**src/rtl/cplx_pkg.sv**
```systemverilog
// Shared definitions for the complex-ALU sequencer: FSM states, opcode and
// write-endianness codes, and the width of the EXEC watchdog counter.
package cplx_pkg;

    typedef enum logic [2:0] {
        S_IDLE   = 3'd0,
        S_READ   = 3'd1,
        S_LAUNCH = 3'd2,
        S_EXEC   = 3'd3,
        S_WRITE  = 3'd4
    } state_t;

    localparam int OP_MOVE = 0;

    localparam logic [1:0] ENDW_64 = 2'b00;
    localparam logic [1:0] ENDW_32 = 2'b01;
    localparam logic [1:0] ENDW_16 = 2'b10;
    localparam logic [1:0] ENDW_8  = 2'b11;

    localparam int TMR_W = 8;

endpackage

```
**src/rtl/seq_timer.sv**
```systemverilog
// EXEC watchdog: cleared by load, counts enabled cycles, and flags expire
// during the TIMEOUT-th enabled cycle.
module seq_timer
    import cplx_pkg::*;
#(
    parameter int TIMEOUT = 255
) (
    input  logic clock,
    input  logic reset,
    input  logic load,
    input  logic enable,
    output logic expire
);

    logic [TMR_W-1:0] count;

    always_ff @(posedge clock or posedge reset) begin
        if (reset) begin
            count <= '0;
        end else if (load) begin
            count <= '0;
        end else if (enable) begin
            count <= count + 1'b1;
        end
    end

    assign expire = enable && (count == TMR_W'(TIMEOUT - 1));

endmodule

```
**src/rtl/cplx_seq_ctrl.sv**
```systemverilog
// Command sequencer: reads two operands from the register bank, runs them
// through the complex ALU (or moves A directly) and writes the result back.
module cplx_seq_ctrl
    import cplx_pkg::*;
#(
    parameter int TIMEOUT = 255,
    parameter int OP_W    = 3
) (
    input  logic            clock,
    input  logic            reset,
    // cmd: a command transfers on a rising edge where cmd_valid and cmd_ready
    // are both high; cmd_ready is only high in IDLE, so fields are never
    // sampled while an operation is in flight.
    input  logic            cmd_valid,
    output logic            cmd_ready,
    input  logic [OP_W-1:0] cmd_op,
    input  logic [3:0]      cmd_srcA,
    input  logic            cmd_cnstA,
    input  logic [3:0]      cmd_srcB,
    input  logic            cmd_cnstB,
    input  logic [3:0]      cmd_dst,
    input  logic [1:0]      cmd_endw,
    output logic [3:0]      rb_seloutA,
    output logic [3:0]      rb_seloutB,
    output logic            rb_cnstA,
    output logic            rb_cnstB,
    output logic            rb_enrregA,
    output logic            rb_enrregB,
    input  logic [63:0]     rb_outA,
    input  logic [63:0]     rb_outB,
    output logic            rb_regwen,
    output logic [3:0]      rb_selwreg,
    output logic [1:0]      rb_endwreg,
    output logic [63:0]     rb_inA,
    output logic            alu_start,
    output logic [OP_W-1:0] alu_op,
    output logic [63:0]     alu_opA,
    output logic [63:0]     alu_opB,
    input  logic            alu_done,
    input  logic [63:0]     alu_result,
    output logic            busy,
    output logic            op_done,
    output logic            err_timeout,
    output logic [2:0]      dbg_state
);

    state_t     state;
    logic [3:0] dst_q;
    logic [1:0] endw_q;
    logic       tmr_load;
    logic       tmr_en;
    logic       tmr_expire;

    assign tmr_load  = (state == S_LAUNCH);
    assign tmr_en    = (state == S_EXEC);
    assign dbg_state = state;

    seq_timer #(.TIMEOUT(TIMEOUT)) u_timer (
        .clock  (clock),
        .reset  (reset),
        .load   (tmr_load),
        .enable (tmr_en),
        .expire (tmr_expire)
    );

    always_ff @(posedge clock or posedge reset) begin
        if (reset) begin
            state       <= S_IDLE;
            cmd_ready   <= 1'b0;
            dst_q       <= '0;
            endw_q      <= '0;
            rb_seloutA  <= '0;
            rb_seloutB  <= '0;
            rb_cnstA    <= 1'b0;
            rb_cnstB    <= 1'b0;
            rb_enrregA  <= 1'b0;
            rb_enrregB  <= 1'b0;
            rb_regwen   <= 1'b0;
            rb_selwreg  <= '0;
            rb_endwreg  <= '0;
            rb_inA      <= '0;
            alu_start   <= 1'b0;
            alu_op      <= '0;
            alu_opA     <= '0;
            alu_opB     <= '0;
            busy        <= 1'b0;
            op_done     <= 1'b0;
            err_timeout <= 1'b0;
        end else begin
            // Strobes are single-cycle; each state re-asserts what it needs.
            rb_enrregA <= 1'b0;
            rb_enrregB <= 1'b0;
            alu_start  <= 1'b0;
            rb_regwen  <= 1'b0;
            op_done    <= 1'b0;
            case (state)
                S_IDLE: begin
                    if (cmd_valid && cmd_ready) begin
                        alu_op      <= cmd_op;
                        dst_q       <= cmd_dst;
                        endw_q      <= cmd_endw;
                        rb_seloutA  <= cmd_srcA;
                        rb_seloutB  <= cmd_srcB;
                        rb_cnstA    <= cmd_cnstA;
                        rb_cnstB    <= cmd_cnstB;
                        rb_enrregA  <= 1'b1;
                        rb_enrregB  <= 1'b1;
                        err_timeout <= 1'b0;
                        busy        <= 1'b1;
                        cmd_ready   <= 1'b0;
                        state       <= S_READ;
                    end else begin
                        cmd_ready <= 1'b1;
                    end
                end
                S_READ: begin
                    state <= S_LAUNCH;
                end
                S_LAUNCH: begin
                    // Bank read data is valid in this cycle only.
                    alu_opA <= rb_outA;
                    alu_opB <= rb_outB;
                    if (alu_op == OP_W'(OP_MOVE)) begin
                        rb_inA     <= rb_outA;
                        rb_regwen  <= 1'b1;
                        rb_selwreg <= dst_q;
                        rb_endwreg <= endw_q;
                        op_done    <= 1'b1;
                        state      <= S_WRITE;
                    end else begin
                        alu_start <= 1'b1;
                        state     <= S_EXEC;
                    end
                end
                S_EXEC: begin
                    // A done arriving in the expiry cycle still completes normally.
                    if (alu_done) begin
                        rb_inA     <= alu_result;
                        rb_regwen  <= 1'b1;
                        rb_selwreg <= dst_q;
                        rb_endwreg <= endw_q;
                        op_done    <= 1'b1;
                        state      <= S_WRITE;
                    end else if (tmr_expire) begin
                        err_timeout <= 1'b1;
                        busy        <= 1'b0;
                        cmd_ready   <= 1'b1;
                        state       <= S_IDLE;
                    end
                end
                S_WRITE: begin
                    busy      <= 1'b0;
                    cmd_ready <= 1'b1;
                    state     <= S_IDLE;
                end
                default: begin
                    busy      <= 1'b0;
                    cmd_ready <= 1'b0;
                    state     <= S_IDLE;
                end
            endcase
        end
    end

endmodule

```
**config.mk**
```make
export PLATFORM = sky130hd
export DESIGN_NAME = cplx_seq_ctrl
export DESIGN_NICKNAME = d
export VERILOG_FILES = /design/src/rtl/cplx_pkg.sv /design/src/rtl/seq_timer.sv /design/src/rtl/cplx_seq_ctrl.sv
export SDC_FILE = /design/constraint.sdc
export NUM_CORES = 1
export LEC_CHECK = 0
export CORE_AREA = 2 2 171 173
export DETAILED_ROUTE_END_ITERATION = 7
export DIE_AREA = 0 0 173 175
export PLACE_DENSITY = 0.67
export SETUP_SLACK_MARGIN = 0.4
export SYNTH_ARGS = -nofsm -noshare
export SYNTH_HDL_FRONTEND = slang
export SYNTH_SLANG_ARGS = --single-unit
export TNS_END_PERCENT = 5
```
**constraint.sdc**
```tcl
create_clock -name clock -period 23.2 [get_ports clock]
set_input_delay 5.8 -clock clock [delete_from_list [all_inputs] [get_ports clock]]
set_output_delay 5.8 -clock clock [all_outputs]
set_load 0.01 [all_outputs]
```
==> results by group, run 1 <==
Run status
  • Status: finished, final reports clean

Finish
  • Commonest non-fill, non-tap cell in the layout: clkdlybuf4s50_1
  • Diodes inserted: 0
  • Fill cells: 2529
  • Layout cells sized above 1: 6.09%
  • Final core occ: 52.6%
  • Most frequent cells in the layout: clkdlybuf4s50_1, nand2_1, dfrtp_1, o21a_1, o32a_1
  • Number of nets in the layout: 1530
  • Area grow syn2layout: 58.6%

CTS
  • Max Root-Sink Buffers: 3
  • Worst-path clk slew: 60 ps
  • Resize count post-CTS: 0
  • Num CTS Buffers: 27
  • Post-CTS setup buffers: 0
  • Root Driver: clkbuf_16
  • Clock Latency Late Sink: 540 ps
  • H-tree depth: 1
  • CTS tree: yes
  • CTS Hold Bufs: 0
  • Clock sinks: 234

Timing
  • Highest clock rate: 128 MHz
  • Slew Limit Headroom: 32.4%
  • Final slew viol count: 0
  • Crit share post-route: 33.8%
  • Final worst setup slack: 15360 ps
  • Worst-Margin Slew: 1010 ps
  • Minimum clock period: 7840 ps
  • Fin Setup TNS: 0 ps
  • Final setup vio count: 0
  • RSZ-0062 raised after global routing: false
  • Clock skew: 19.5 ps
  • Final hold vios: 0

Floorplan
  • Row cnt: 62
  • Core area: 28400 µm²
  • Die area: 30300 µm²
  • Starting Density: 33.2%
  • Ports: 437
  • Die width: 173 µm
  • Die Ht: 175 µm

Placement
  • GP Congestion: 0.784
  • Post-Place Worst Slack: 14850 ps
  • DP HPWL: 21500 µm
  • Port bufs: 436

Power and ir drop
  • Maximum VDD drop: 0.0698 mV
  • P_int: 1.39 mW
  • Clk pwr share: 20.5%
  • Psw: 0.760 mW
  • Combinational Power Share: 45.9%
  • Net Sw Frac: 35.4%
  • Sequential Power Share: 33.6%
  • Pwr Density: 144 nW/µm²
  • Lkg Pwr: 6.54 nW

Setup path
  • Critical path peak fanout: 66
  • Startpoint types: primary input
  • WP buf/inv: 3
  • Cells along the critical path: clkdlybuf4s50_1 > nand4b_1 > buf_4 > o21ai_4 > buf_4 > o21a_1
  • Crit path DAT: 8250 ps
  • Crit-path most repeated cell: buf_4
  • Critical path's slowest cell: buf_4
  • CP peak stage delay: 660 ps
  • CP top delay family: buffers and inverters
  • Worst Path Required: 23610 ps
  • Critical path endpoint category: register
  • Worst Setup Path Type: primary input to register

Routing
  • DRC errors left: 0
  • Initial DRC count: 505
  • Wirelength per Cell: 18.2 µm
  • Routed via count: 8241
  • Via-per-instance ratio: 4.81
  • Post-route antenna net violation count: 0
  • DRT Wirelength: 31300 µm
  • First drt pass iteration count: 5

Synthesis
  • Synth top area share: 62.1%
  • Post-Syn Nets: 1122
  • Yosys cell types: 33
  • Synth area leaders: dfrtp_1, nand2_1, o32a_1
  • Top cell type by total area after synthesis: dfrtp_1
  • Avg Inst Size Synth: 10.4 µm²
  • Mapped Area: 9430 µm²
  • Post-Synthesis Cells: 905
  • Yosys Warn Count: 0
  • Yosys reg bits: 234
  • Sequential area share after synthesis: 62.1%

Global route
  • Grt total ovfl: 0
  • Global router's overall resource usage: 19.9%
  • Pin count of the biggest net entering global routing: 104
  • Global-route wire length before repair: 48100 µm
  • Antenna violations before repair: 0
  • Vias in the first global route: 8280

Job
  • Max-cap violations: 0

Hold path
  • Hold Path Class: register to register
## cell families after synthesis
group	count (synthesis)	share of synthesized area, %
AO/OA/AOI/OAI	147	13.2
adder cells (fa/ha/maj)	2	0.265
buffers and inverters	72	3.66
flip-flops	234	62.1
multiplexers	25	2.99
AND/OR/NAND/NOR	425	17.7
## Yosys cell counts
cell type,number
or4_1,3
buf_4,4
buf_2,24
or3_1,3
a31oi_1,1
o21ai_0,7
o21bai_1,1
inv_1,6
nor3_1,1
o21ai_4,1
nand4b_1,1
dfrtp_1,234
o32a_1,64
nor3b_1,1
nand4_1,1
nand3_1,7
nor2b_1,4
buf_1,2
nor4_1,2
o21a_1,65
nand2b_1,4
mux2_2,25
a21oi_1,3
ha_1,2
nand3b_1,1
buf_6,4
clkbuf_1,32
o311ai_0,1
o211ai_1,3
o32ai_1,1
nand2_1,393
or3b_1,1
nor2_1,3
## cell type report
class / instances / area (µm²) / share of cell area, %
well taps: 384 / 480 / 3.21
multi-input cells: 599 / 3230 / 21.6
clock inverters: 11 / 169 / 1.13
flip-flops and latches: 234 / 5860 / 39.2
repair buffers: 445 / 4430 / 29.7
inverters: 6 / 30.0 / 0.201
clock buffers: 35 / 746 / 4.99
## power groups by stage
stage / Clock (mW) / Combinational, mW / Sequential (mW)
6_report: 0.439 / 0.985 / 0.721
5_1_grt: 0.470 / 1.07 / 0.745
4_1_cts: 0.454 / 1.00 / 0.723
3_5_place_dp: 0 / 0.996 / 0.726
3_3_place_gp: 0 / 0.980 / 0.722
2_1_floorplan: 0 / 0.384 / 0.800
## state kept, by name (all words and copies together), names as in the netlist
name / flops
rb_cnstB: 1
rb_endwreg: 2
rb_inA: 64
u_timer.count: 8
rb_enrregB: 1
op_done: 1
dst_q: 4
alu_op: 3
alu_start: 1
rb_selwreg: 4
endw_q: 2
rb_seloutA: 4
rb_cnstA: 1
dbg_state: 3
err_timeout: 1
busy: 1
alu_opA: 64
alu_opB: 64
rb_seloutB: 4
cmd_ready: 1
## metal layers
metal  GRT usage [%]  share of wire (%)  up-vias
li1                -                  -     3860
met1            24.8                 40     3965
met2            33.5                 48      363
met3            6.46                9.6       53
met4            5.23                2.2        0
met5               0                  0        -
## worst register-to-register path: cells and delay by family, from the launching register on
family	cells	cell delay [ps]
and+or+nand+nor	1	470
buffers and inverters	2	990
DFF	1	390
AOI/OAI and AO/OA	2	1050
## stage by stage
stage                     power (mW)  std cells  hold slack [ps]  area [µm²]
after detailed placement        1.72       1668              461       14000
after CTS                       2.18       1714              476       14900
after global placement          1.70       1668              456       14000
after global routing            2.28       1714              491       14900
final                           2.15       1714              470       14900
after floorplan                 1.18        905              475        9430
## path summary, 6_finish.rpt
path                       slack (ps)  depth (start not counted)         from          end
setup / recovery                15360                          6     alu_done   rb_inA[33]
hold / removal                    470                          2  alu_opA[24]  alu_opA[24]
setup reg to reg                20230                          5    alu_op[0]   rb_inA[33]
hold reg to reg                   470                          2  alu_opA[24]  alu_opA[24]
max in group asynchronous       15990                          3        reset    rb_inA[9]
min in group asynchronous        5800                          2        reset   rb_inA[38]
Power figures use the tool's default switching activity.
==> run 2: changes to the inputs <==
clock period = 7.7 ns   (was 23.2 ns; I/O delays follow)
==> results by group, run 2 (synthesis results as in run 1) <==
Finish
  • Largest regs: alu_opA (64), alu_opB (64), rb_inA (64)
  • Commonest non-fill, non-tap cell in the layout: clkdlybuf4s50_1
  • Number of nets in the layout: 1531 (+0.065%)
  • Most frequent cells in the layout: clkdlybuf4s50_1, nand2_1, dfrtp_1, o21a_1, o32a_1
  • Area grow syn2layout: 58.0%
  • Layout cells sized above 1: 5.85% (-0.24 points)
  • Diodes inserted: 0 (unchanged)

Routing
  • DRC errors left: 0 (unchanged)
  • DRT Wirelength: 31300 µm (+0.20%)
  • Wirelength per Cell: 18.2 µm (about the same)
  • Routed via count: 8263 (+0.27%)
  • Post-route antenna net violation count: 0 (unchanged)
  • Via-per-instance ratio: 4.81 (about the same)
  • First drt pass iteration count: 4 (-1)
  • Initial DRC count: 464 (-8.1%)

Timing
  • Slew Limit Headroom: 39.2% (+6.8 points)
  • Final worst setup slack: 3900 ps (-11460 ps)
  • Final setup vio count: 0 (unchanged)
  • Final hold vios: 0 (unchanged)
  • Hold slack: 471 ps (+1.41 ps)
  • Minimum clock period: 3800 ps
  • Worst-Margin Slew: 913 ps (-101 ps)
  • Crit share post-route: 49.3%
  • Fin Setup TNS: 0 ps (unchanged)
  • Final slew viol count: 0 (unchanged)
  • RSZ-0062 raised after global routing: false
  • Highest clock rate: 263 MHz
  • Clock skew: 11.5 ps (-8.05 ps)

CTS
  • Num CTS Buffers: 27 (unchanged)
  • Clock Latency Late Sink: 530 ps (about the same)
  • CTS Hold Bufs: 0 (unchanged)
  • CTS tree: yes
  • Resize count post-CTS: 0 (unchanged)
  • Clock sinks: 234 (unchanged)
  • H-tree depth: 1 (unchanged)
  • Max Root-Sink Buffers: 3 (unchanged)
  • Root Driver: clkbuf_16
  • Worst-path clk slew: 60 ps (about the same)
  • Post-CTS setup buffers: 0 (unchanged)

Global route
  • Antenna violations before repair: 0 (unchanged)
  • Grt total ovfl: 0 (unchanged)
  • Pin count of the biggest net entering global routing: 138 (+33%)
  • Global router's overall resource usage: 20.1% (+0.20 points)
  • Global-route wire length before repair: 48800 µm (+1.5%)
  • Vias in the first global route: 8499 (+2.6%)

Setup path
  • CP peak stage delay: 690 ps (+30 ps)
  • Critical path peak fanout: 17 (-74%)
  • Cells on worst reg2reg path: 4 (-1)
  • CP top delay family: flip-flops
  • Worst Setup Path Type: register to output port
  • Critical path endpoint category: output port
  • Crit path DAT: 1870 ps (-6380 ps)
  • WP buf/inv: 1 (-2)
  • Reg-to-reg endpoint: rb_selwreg[1]
  • Startpoint types: register
  • Worst Path Required: 5780 ps (-17830 ps)
  • Worst R2R Start: dbg_state[0]
  • Cells along the critical path: clkdlybuf4s50_1
  • Reg2reg setup slack: 4940 ps (-15290 ps)
  • Critical path's slowest cell: dfrtp_1

Floorplan
  • Die width: 173 µm (unchanged)
  • Row cnt: 62 (unchanged)
  • Starting Density: 33.2% (unchanged)
  • Die area: 30300 µm² (unchanged)
  • Core area: 28400 µm² (unchanged)
  • Die Ht: 175 µm (unchanged)
  • Ports: 437 (unchanged)

Power and ir drop
  • Pwr Density: 428 nW/µm² (+200%)
  • Maximum VDD drop: 0.231 mV (+230%)
  • Lkg Pwr: 6.51 nW (-0.51%)

Hold path
  • Cells on Worst Hold Path: 2 (unchanged)
  • Hold Path Class: register to register
  • Hold endpoint: alu_opA[20]
  • Hold Startpoint: alu_opA[20]

Placement
  • DP HPWL: 21500 µm (-0.42%)
  • Post-Place Worst Slack: 3370 ps (-11480 ps)
  • GP Congestion: 0.832 (+6.1%)
  • Port bufs: 436 (unchanged)

Job
  • Max-cap violations: 0 (unchanged)

Run status
  • Status: finished, final reports clean
## run 2: cell count changes in the layout (fill, tap and decap cells not counted), sizes merged
cell	before	now
inv	8	5
bufinv	4	1
clkbuf	35	43
clkinvlp	1	2
buf	9	10
## run 2: how the worst max path moves through the flow
stage | start | end | slack, ps | cells past startpoint
floorplan | reset | alu_opA[0] | 2710 | 1
global placement | alu_done | rb_endwreg[1] | 3410 | 6
detailed placement | alu_done | rb_selwreg[0] | 3370 | 6
CTS | dbg_state[0] | dbg_state[0] | 3860 | 1
global route | dbg_state[0] | dbg_state[0] | 3790 | 1
finish | dbg_state[0] | dbg_state[0] | 3900 | 1
## run 2: metrics by stage
stage / total power [mW] / cells / utilization [%] / instance area (µm²)
finish: 6.37 / 1718 / 52.4 / 14900
global route: 6.79 / 1718 / 52.4 / 14900
CTS: 6.45 / 1718 / 52.4 / 14900
detailed placement: 5.18 / 1669 / 49.5 / 14000
global placement: 5.13 / 1669 / 49.5 / 14000
floorplan: 3.57 / 905 / - / 9430
## run 2: routing by layer
layer	vias to the layer above	wire [µm]	GRT usage, %
li1	3855	-	-
met1	4006	12700	24.8
met2	350	15100	34.1
met3	52	2800	6.55
met4	0	700	5.37
met5	-	0	0
## run 2: layout make-up
cell class	count	area (µm²)
flip-flops and latches	234	5860
clock inverters	6	57.6
multi-input cells	599	3230
repair buffers	446	4450
fillers	2604	13500
clock buffers	43	786
inverters	6	26.3
well taps	384	480
## run 2: where the power goes
group | internal [mW] | leakage (nW) | switching [mW] | total, mW
Combinational | 1.53 | 3.30 | 1.44 | 2.97
Clock | 0.728 | 0.412 | 0.501 | 1.23
Sequential | 1.83 | 2.80 | 0.336 | 2.17
==> run 3: changes to the inputs <==
clock period = 3.5 ns   (was 7.7 ns; I/O delays follow)
==> results by group, run 3 (synthesis results as in run 1) <==
Placement
  • GP Congestion: 0.801 (-3.7%)
  • DP HPWL: 22300 µm (+3.9%)
  • Port bufs: 436 (unchanged)

Timing
  • Final hold vios: 0 (unchanged)
  • Minimum clock period: 2760 ps
  • Highest clock rate: 363 MHz
  • Final setup vio count: 0 (unchanged)
  • Crit share post-route: 78.7%
  • Slew Limit Headroom: 41.8% (+2.6 points)
  • Worst-Margin Slew: 873 ps (-39.5 ps)
  • Final slew viol count: 0 (unchanged)
  • Clock skew: 7.85 ps (-3.62 ps)
  • RSZ-0062 raised after global routing: false
  • Hold slack: 470 ps (-1.32 ps)

Floorplan
  • Starting Density: 33.2% (unchanged)
  • Die Ht: 175 µm (unchanged)
  • Ports: 437 (unchanged)
  • Die width: 173 µm (unchanged)
  • Die area: 30300 µm² (unchanged)
  • Row cnt: 62 (unchanged)
  • Core area: 28400 µm² (unchanged)

CTS
  • CTS tree: yes
  • Num CTS Buffers: 27 (unchanged)
  • Root Driver: clkbuf_16
  • Max Root-Sink Buffers: 3 (unchanged)
  • Resize count post-CTS: 0 (unchanged)
  • Clock sinks: 234 (unchanged)
  • Post-CTS setup buffers: 0 (unchanged)
  • Worst-path clk slew: 60 ps (about the same)
  • H-tree depth: 1 (unchanged)
  • Clock Latency Late Sink: 520 ps (about the same)
  • CTS Hold Bufs: 0 (unchanged)

Global route
  • Global-route wire length before repair: 49600 µm (+1.6%)
  • Global router's overall resource usage: 20.5% (+0.37 points)
  • Antenna violations before repair: 0 (unchanged)
  • Vias in the first global route: 8723 (+2.6%)
  • Grt total ovfl: 0 (unchanged)
  • Pin count of the biggest net entering global routing: 90 (-35%)

Finish
  • Diodes inserted: 0 (unchanged)
  • Largest regs: alu_opA (64), alu_opB (64), rb_inA (64)
  • Number of nets in the layout: 1541 (+0.65%)
  • Layout cells sized above 1: 7.22% (+1.4 points)
  • Commonest non-fill, non-tap cell in the layout: clkdlybuf4s50_1
  • Multi-input logic area: 3230 µm² (unchanged)
  • Area grow syn2layout: 60.5%
  • Sequential Area: 5860 µm² (unchanged)
  • Most frequent cells in the layout: clkdlybuf4s50_1, nand2_1, dfrtp_1, o21a_1, o32a_1
  • Fill cells: 2510 (-3.6%)

Power and ir drop
  • Lkg Pwr: 6.62 nW (+1.7%)
  • Total Power: 14.3 mW (+130%)
  • Pwr Density: 948 nW/µm² (+120%)
  • Maximum VDD drop: 0.516 mV (+120%)

Routing
  • Initial DRC count: 500 (+7.8%)
  • Wirelength per Cell: 18.4 µm (+0.67%)
  • Via-per-instance ratio: 4.78 (-0.67%)
  • First drt pass iteration count: 7 (+3)
  • Post-route antenna net violation count: 0 (unchanged)
  • DRT Wirelength: 31700 µm (+1.3%)
  • DRC errors left: 0 (unchanged)
  • Routed via count: 8255 (-0.097%)

Run status
  • Status: finished, final reports clean

Setup path
  • Critical path endpoint category: output port
  • Worst Setup Path Type: register to output port
  • Startpoint types: register
  • WP buf/inv: 1 (unchanged)
  • CP top delay family: flip-flops
  • Crit path DAT: 1880 ps (about the same)
  • CP peak stage delay: 700 ps (about the same)
  • Worst Path Required: 2620 ps (-3160 ps)
  • Cells along the critical path: clkdlybuf4s50_1
  • Critical path's slowest cell: dfrtp_1
  • Critical path peak fanout: 17 (unchanged)

Hold path
  • Hold Path Class: register to register

Job
  • Max-cap violations: 0 (unchanged)
-- run 3: cell count changes in the layout (fill, tap and decap cells not counted), sizes merged --
cell / change
buf: +10
bufinv: +2
clkbuf: -8
clkinvlp: +5
inv: +1
-- run 3: path summary, 6_finish.rpt --
path / from / end / slack, ps / cells after the start
min reg2reg: alu_opB[21] / alu_opB[21] / 470 / 2
max: dbg_state[0] / dbg_state[0] / 740 / 1
max reg2reg: dbg_state[0] / rb_inA[26] / 1270 / 4
min: alu_opB[21] / alu_opB[21] / 470 / 2
max in group asynchronous: reset / rb_inA[49] / 1950 / 3
min in group asynchronous: reset / rb_inA[5] / 850 / 2
-- run 3: layout make-up --
| cell class | count | share of cell area [%] |
|---|---|---|
| sequential | 234 | 38.7 |
| timing repair buffer | 456 | 30.4 |
| multi-input combinational | 599 | 21.4 |
| clock buffer | 35 | 5.06 |
| tap | 384 | 3.18 |
| clock inverter | 14 | 1.10 |
| inverter | 6 | 0.174 |
-- run 3: where the power goes --
part	switching [mW]	leakage (nW)	internal (mW)
clock network	1.17	0.443	1.77
registers	0.740	2.80	4.03
logic	3.19	3.37	3.44
-- run 3: through the flow --
step / util, % / setup WS (ps) / TNS (ps) / std cells / instance area, µm²
final: 53.3 / 744 / 0 / 1728 / 15100
after global placement: 50.0 / 1020 / 0 / 1679 / 14200
after floorplan: - / -439 / -102700 / 905 / 9430
after CTS: 53.3 / 717 / 0 / 1728 / 15100
after detailed placement: 50.0 / 1000 / 0 / 1679 / 14200
after global routing: 53.3 / 659 / 0 / 1728 / 15100
-- run 3: routing by layer --
layer	track usage (%)	wire length (µm)
met1	24.7	12600
met5	0	0
met3	6.44	2900
met4	6.11	847
met2	35.3	15400
-- run 3: tightest hold or removal path: stages (launching register included) --
cell     delay, ps
dfrtp_1        340
nand2_1         50
nand2_1         50
